===== config.mk =====
export PLATFORM = sky130hd
export DESIGN_NAME = acc_adder_ctrl
export DESIGN_NICKNAME = d
export VERILOG_FILES = /design/src/rtl/acc_pkg.sv /design/src/rtl/acc_seq.sv /design/src/rtl/acc_adder_ctrl.sv
export SDC_FILE = /design/constraint.sdc
export NUM_CORES = 1
export LEC_CHECK = 0
export ABC_AREA = 1
export CAP_MARGIN = 40
export CORE_ASPECT_RATIO = 1.25
export CORE_MARGIN = 3
export CORE_UTILIZATION = 31
export DETAILED_ROUTE_END_ITERATION = 12
export GPL_TIMING_DRIVEN = 0
export PLACE_DENSITY_LB_ADDON = 0.2
export SLEW_MARGIN = 0
export SYNTH_ARGS = -nofsm -noshare
export SYNTH_HDL_FRONTEND = slang
export SYNTH_SLANG_ARGS = --single-unit
export TNS_END_PERCENT = 100

===== constraint.sdc =====
create_clock -name clk -period 3.23 [get_ports clk]
set_clock_uncertainty 0.15 [all_clocks]
set_input_delay 0.646 -clock clk [delete_from_list [all_inputs] [get_ports clk]]
set_output_delay 0.646 -clock clk [all_outputs]
set_load 0.03 [all_outputs]

===== src/rtl/acc_pkg.sv =====
// Shared widths and operand types for the MAC accumulator stage.
package acc_pkg;

  localparam int unsigned DIN_W = 20;
  localparam int unsigned ACC_W = 22;
  localparam int unsigned TERMS = 4;
  localparam int unsigned CNT_W = 13;

  typedef logic signed [DIN_W-1:0] din_t;
  typedef logic signed [ACC_W-1:0] acc_t;

endpackage


===== src/rtl/acc_seq.sv =====
// Free-running window sequencer: phase counter 0..TERMS-1 with first/last-term decodes.
module acc_seq #(
  parameter int unsigned TERMS = 4,
  parameter int unsigned CNT_W = 13
) (
  input  logic             clk,
  input  logic             rst,
  output logic             sel,
  output logic             en,
  output logic [CNT_W-1:0] phase
);

  localparam logic [CNT_W-1:0] LAST = CNT_W'(TERMS - 1);

  logic [CNT_W-1:0] phase_q;
  logic [CNT_W-1:0] phase_d;

  always_comb begin
    phase_d = phase_q + CNT_W'(1);
    if (phase_q == LAST) begin
      phase_d = '0;
    end
  end

  always_ff @(posedge clk) begin
    if (rst) begin
      phase_q <= '0;
    end else begin
      phase_q <= phase_d;
    end
  end

  // Decodes are gated by rst directly so they drop in the same cycle reset rises.
  always_comb begin
    sel = !rst && (phase_q == '0);
    en  = !rst && (phase_q == LAST);
  end

  assign phase = phase_q;

endmodule


===== src/rtl/acc_adder_ctrl.sv =====
// Accumulator-stage core: zero-latency sign-extending adder plus the window sequencer.
module acc_adder_ctrl #(
  parameter int unsigned DIN_W = acc_pkg::DIN_W,
  parameter int unsigned ACC_W = acc_pkg::ACC_W,
  parameter int unsigned TERMS = acc_pkg::TERMS,
  parameter int unsigned CNT_W = acc_pkg::CNT_W
) (
  input  logic                    clk,
  input  logic                    rst,
  input  logic signed [DIN_W-1:0] din,
  input  logic signed [ACC_W-1:0] acc_in,
  output logic signed [ACC_W-1:0] sum,
  output logic                    sel,
  output logic                    en,
  output logic [CNT_W-1:0]        phase
);

  logic signed [ACC_W-1:0] din_ext;

  // Signed size cast sign-extends and stays legal when ACC_W == DIN_W.
  always_comb begin
    din_ext = ACC_W'(din);
    sum     = din_ext + acc_in;
  end

  acc_seq #(
    .TERMS (TERMS),
    .CNT_W (CNT_W)
  ) u_seq (
    .clk   (clk),
    .rst   (rst),
    .sel   (sel),
    .en    (en),
    .phase (phase)
  );

endmodule


Word-level counts from Yosys, hierarchy flattened
Index checks and enable logic that the tools add are counted.

Register bits after elaboration: 13. Input bits: 44. Output and inout bits: 37.

Add/sub/neg operators: 2. Eq/ne operators: 1. Reductions and logical operators: 5.

Operators with widths (count): 20-bit by 22-bit adder with 22-bit output (1); 13-bit by 1-bit adder with 13-bit output (second input constant) (1); 13-bit by 2-bit == test with 1-bit output (second input constant) (1); 13-bit zero test (1); 1-bit logical AND (2); 2-bit OR reduction (1); 1-bit zero test (1).

Logic depth before layout (Yosys ltp)
Gate-level depths: netlist of the first run.

Word-level depth: 2. Depth in mapped cells: 12. Depth with buffers taken out: 12.

Hierarchy
Synthesis of the first run repeated with hierarchy kept, for this count alone.

Cell total of the unflattened synthesis: 402. Area total of the unflattened synthesis: 2219.6 um2.

Modules (own cells, without submodules): acc_adder_ctrl (instances 1, cells an instance 303, area each 1511.4 um2); acc_seq (instances 1, cells an instance 99, area each 708.2 um2).

Worst setup path before layout of the first run
No wires, ideal clock.

Path kind: input to output. From: in din[0]. To: out sum[8]. Arrival time: 2210 ps. Required time: 2434 ps. Slack: 224 ps. Stages on the path: 9. Path buffers: 0. Cell sequence: ha_1 -> inv_1 -> fa_1 -> inv_1 -> nand3_1 -> nand3_1 -> nand2_1 -> nand3_1 -> xor2_1.

Word-level cells in the longest chain between the ends: 1.

RTL lines: start, declared (RTL line acc_adder_ctrl.sv:10) `input logic signed [DIN_W-1:0] din,`; 20-bit by 22-bit adder with 22-bit output (RTL line acc_adder_ctrl.sv:23) `sum = din_ext + acc_in;`; end, declared (RTL line acc_adder_ctrl.sv:12) `output logic signed [ACC_W-1:0] sum,`.

Every way passes these cells.

Worst setup path after layout of the first run
From: in din[5]. To: out sum[17].

The elaborated chain is that of the path after synthesis.

==> flow_summary.ini, run 1 <==
[outcome]
outcome = completed

[global_route]
grt_antenna_before_repair = 0
first_global_vias = 2494
grt_max_degree = 11
grt_usage = 0.164
overflow = 0
grt_pass1_wl_mm = 10.8

[timing]
hold_viol_final = 0
rsz0062_at_grt = true
period_minus_slack_ns = 3.17
worstMarginPinSlew_ns = 0.405
drv_slew = 0
clock.fmax_ghz = 0.315
setup_violations = 0
period_share = 0.983
holdWs_ns = 0.326
maxSlewHeadroom = 0.728

[die]
die_h_um = 98.1
initial_core_util = 0.330
core_um2 = 6370
die_area_um2 = 7820
io_pins = 81
num_rows = 32
die_w_um = 79.7

[final_layout]
area_growth_pct = 64.5
drive_above_1_share = 0.227
layout_common_cells = nand2_1 (129), inv_1 (67), clkdlybuf4s50_1 (52)
n_fill_cell = 642
antennaDiodeCount = 0
largest_reg_flops = 13
final_common_cell = nand2_1
fin_nets = 550
final_core_util = 0.543
final_area_um2 = 3460

[yosys]
async_flop_share = 0
synthCells = 390
yosys-top-cells-area = nand2_1 (26%), ha_1 (14%), inv_1 (14%)
ys.flop_type = dfxtp_1
syn_nets = 458
synth_cell_type_count = 22
synth_top_area_frac = 0.262
ys_seq_area_frac = 0.124
synth_edf_count = 0
syn_avg_cell_area_um2 = 5.39
synth_seq_cells = 13
ys_warn_count = 0
synthesis.area_um2 = 2100
synth_top_cell_by_area = nand2_1

[clocking]
clock-sinks = 13
clockBufferDepth = 2
clock-root-buffer = clkbuf_8
numCtsBuffers = 3
hold_buffers = 0
worst_skew_pair.late_latency_ns = 0.24
htree_levels = 1
clk_pin_slew_ns = 0.05
cts_tree = done

[critical_path]
crit_path_end = sum[17]
reg2reg_depth = 7
critPathCaptureType = output pin
worst-r2r-setup-slack_ns = 1.52
r2r-end = u_seq.phase[6]
crit_type = in2out
startpoint = din[5]
startpoint_type = primary input
worstPathArrival_ns = 2.38
required_ns = 2.43
r2r-start = u_seq.phase[0]
path_max_fanout = 4

[detailed_routing]
antenna_left = 0
vias = 2565
post_drt_wl_per_cell_um = 11.8
vias_per_cell = 4.53
drc_errors = 0
routed_wl_mm = 6.69
drtPass1Iterations = 4
drt-initial-drc-count = 64

[power_and_ir_drop]
irDropWorstVdd_mv = 0.219
p_leak_uw = 0.00167
p_per_area_nw_per_um2 = 277

[placement]
routabilityCongestion = 0.936
numPortBuffers = 80
place_area_um2 = 3010
place_hpwl_mm = 5.19

[run]
maxCapViolations = 0

[hold_path]
hold_path.class = reg2reg
-- cells by family after synthesis --
kind of cell             after synthesis  share of synthesized area
AO/OA/AOI/OAI                         20                     0.0500
XOR/XNOR                              15                     0.0625
adder cells (fa/ha/maj)               24                      0.146
AND/OR/NAND/NOR                      239                      0.476
buffers and inverters                 79                      0.142
flip-flops                            13                      0.124
-- worst min path at each step --
stage | endpoint | depth (start not counted) | startpoint | slack (ns)
2_1_floorplan | u_seq.phase[0] | 1 | u_seq.phase[0] | 0.42
3_3_place_gp | u_seq.phase[0] | 1 | u_seq.phase[0] | 0.32
3_5_place_dp | u_seq.phase[0] | 1 | u_seq.phase[0] | 0.32
4_1_cts | u_seq.phase[0] | 1 | u_seq.phase[0] | 0.33
5_1_grt | u_seq.phase[0] | 1 | u_seq.phase[0] | 0.37
6_report | u_seq.phase[0] | 1 | u_seq.phase[0] | 0.33
-- worst max-delay path, cell delays in order --
cell and delay (ns):
clkdlybuf4s50_1 0.48, ha_4 0.32, nand2_1 0.12, nor2_4 0.19, nand3_1 0.11, nand3_2 0.12, nand2_2 0.06, nand2_1 0.06
nand2_1 0.04, nand2_1 0.06, buf_4 0.16
-- routing by layer --
metal | vias to the layer above | part of all wire | global-route usage
met5 | - | 0 | 0
met2 | 63 | 0.51 | 0.300
met1 | 1111 | 0.42 | 0.204
met4 | 0 | 0.018 | 0.0291
met3 | 9 | 0.045 | 0.0185
li1 | 1382 | - | -
-- stage by stage --
stage / cells / setup TNS, ns / setup slack, ns / power (µW)
2_1_floorplan: 390 / 0 / 0.224 / 522
3_3_place_gp: 555 / -11.03 / -0.847 / 748
3_5_place_dp: 555 / -11.37 / -0.869 / 749
4_1_cts: 560 / -0.161 / -0.113 / 901
5_1_grt: 566 / -0.169 / -0.0602 / 1030
6_report: 566 / 0 / 0.0562 / 959
-- where the power goes --
part / internal [µW] / total [µW] / switching, µW
logic: 267 / 643 / 376
registers: 165 / 170 / 5.24
clock network: 87.2 / 146 / 58.6
-- synthesized netlist by cell type (2+ instances only) --
| cell | count |
|---|---|
| inv_1 | 76 |
| xnor2_1 | 3 |
| nor3_2 | 2 |
| dfxtp_1 | 13 |
| inv_2 | 2 |
| nand2_1 | 147 |
| nand3_1 | 32 |
| nor2_1 | 39 |
| o21bai_1 | 2 |
| xor2_1 | 12 |
| a21oi_1 | 17 |
| nor3_1 | 8 |
| nand4_1 | 6 |
| ha_1 | 23 |
-- layout make-up --
| class | instances | area (µm²) | share of cell area |
|---|---|---|---|
| multi-input cells | 298 | 1940 | 0.559 |
| inverters | 78 | 293 | 0.0846 |
| well taps | 85 | 106 | 0.0307 |
| flip-flops and latches | 13 | 260 | 0.0752 |
| clock buffers | 4 | 45.0 | 0.0130 |
| plain buffers | 1 | 5.00 | 0.00145 |
| repair buffers | 87 | 815 | 0.235 |
-- timing repair --
item | CTS | global route
resized for setup | 123 | 77
endpoints found under the setup margin | 21 | 17
pin swaps | 3 | 12
buffers inserted | 1 | 6
(Power assumes the default switching activity.)
==> run 2: changes to the inputs <==
- CAP_MARGIN: 40 -> 20
==> results of run 2 <==
Final layout, timing and power as in run 1 (identical DEF).
==> run 3: changes to the inputs <==
- CORE_UTILIZATION: 31 -> 40
- clock period: 3.23 -> 3.7 ns (I/O delays scaled with it)
==> flow_summary.ini, run 3 (synthesized netlist as in run 1, its figures left out) <==
[hold_path]
hold_path.class = reg2reg
hold_depth = 1

[timing]
hold_viol_final = 0
fin_ws_ns = 0.109
rsz0062_at_grt = false
worstMarginPinSlew_ns = 0.410
tns_ns = 0
holdWs_ns = 0.332
drv_slew = 0
maxSlewHeadroom = 0.725
clock.fmax_ghz = 0.278
period_share = 0.971
setup_violations = 0
period_minus_slack_ns = 3.59

[final_layout]
antennaDiodeCount = 0
final_common_cell = nand2_1
final_core_util = 0.613
area_growth_pct = 42.9
largest_reg_flops = 13
drive_above_1_share = 0.0675
fin_nets = 543
layout_common_cells = nand2_1 (146), inv_1 (75), clkdlybuf4s50_1 (61)

[global_route]
first_global_vias = 2557
grt_antenna_before_repair = 0
grt_pass1_wl_mm = 10.4
grt_max_degree = 11
overflow = 0
grt_usage = 0.200

[critical_path]
worst-path-stages = 8
critPathCaptureType = output pin
critPathBufInv = 2
startpoint_type = primary input
reg2reg_depth = 7
required_ns = 2.81
crit_family = buffers and inverters
cpMostUsedCell = nand3_1
worstPathArrival_ns = 2.70
cp_cell_sequence = clkdlybuf4s50_1, ha_1, nand2_1, nor2_2, nand3_1, nand3_1, xor2_1, dlygate4sd2_1
crit_type = in2out
path_max_fanout = 4
slowest_delay_ns = 0.43
critical_path.slowest_cell = dlygate4sd2_1

[placement]
place_hpwl_mm = 5.19
numPortBuffers = 80
routabilityCongestion = 0.885
place_ws_ns = -0.564

[clocking]
cts_setup_buffers = 0
clk_pin_slew_ns = 0.06
clock-root-buffer = clkbuf_8
htree_levels = 1
hold_buffers = 0
clock-sinks = 13
worst_skew_pair.late_latency_ns = 0.24
clockBufferDepth = 2
cts_tree = done
numCtsBuffers = 3

[power_and_ir_drop]
p_leak_uw = 0.00159
irDropWorstVdd_mv = 0.303
p_per_area_nw_per_um2 = 251

[die]
initial_core_util = 0.429
die_area_um2 = 6170
num_rows = 28
die_h_um = 87.1
die_w_um = 70.9
core_um2 = 4900
io_pins = 81

[detailed_routing]
drc_errors = 0
antenna_left = 0
vias_per_cell = 4.82
vias = 2572
routed_wl_mm = 6.09
drtPass1Iterations = 5
post_drt_wl_per_cell_um = 11.4
drt-initial-drc-count = 110

[run]
maxCapViolations = 0

[outcome]
outcome = completed
-- run 3: cell types whose count changed in the layout (fill, tap and decap cells not counted), sizes merged --
cell and change:
buf -18, dlymetal6s2s -3, clkdlybuf4s50 +9, dlygate4sd2 -3
clkbuf +6, clkdlybuf4s15 +2
-- run 3: cell type report --
cell class | instances | area (µm²)
Buffer | 1 | 5.00
Clock buffer | 4 | 45.0
Fill cell | 497 | 1900
Inverter | 78 | 293
Multi-Input combinational cell | 298 | 1580
Sequential cell | 13 | 260
Tap cell | 60 | 75.1
Timing Repair Buffer | 80 | 752
-- run 3: path summary, 6_finish.rpt --
kind             startpoint        endpoint  slack [ns]
max reg2reg  u_seq.phase[0]  u_seq.phase[5]        2.01
max                  din[8]          sum[9]        0.11
min reg2reg  u_seq.phase[0]  u_seq.phase[0]        0.33
min          u_seq.phase[0]  u_seq.phase[0]        0.33
-- run 3: per-layer routing --
| metal | global-route usage | wire (µm) |
|---|---|---|
| met2 | 0.393 | 3190 |
| met5 | 0 | 0 |
| met1 | 0.224 | 2480 |
| met4 | 0.0598 | 80 |
| met3 | 0.0173 | 334 |
-- run 3: timing repair --
item | 4_1_cts | 5_1_grt
cloned | 0 | 0
pin swaps | 0 | 1
gates resized for setup | 47 | 25
setup endpoints to repair | 18 | 18
-- run 3: metrics by stage --
stage	area, µm²	instances	power, µW
finish	3010	534	754
global route	3010	534	812
detailed placement	2980	530	653
floorplan	2100	390	456
global placement	2980	530	647
CTS	3000	534	758
-- run 3: report_power, final --
part           switching [µW]  internal, µW
registers                4.81           144
clock network            51.4          76.0
logic                     294           184
total                     350           404
-- run 3: worst reg2reg max path, cell delays in order (launching register included) --
cell and delay [ns]:
dfxtp_1 0.40, ha_1 0.19, inv_1 0.10, nor3_1 0.15, nand4_1 0.11, nand2_1 0.16
buf_2 0.25, nor2_1 0.07
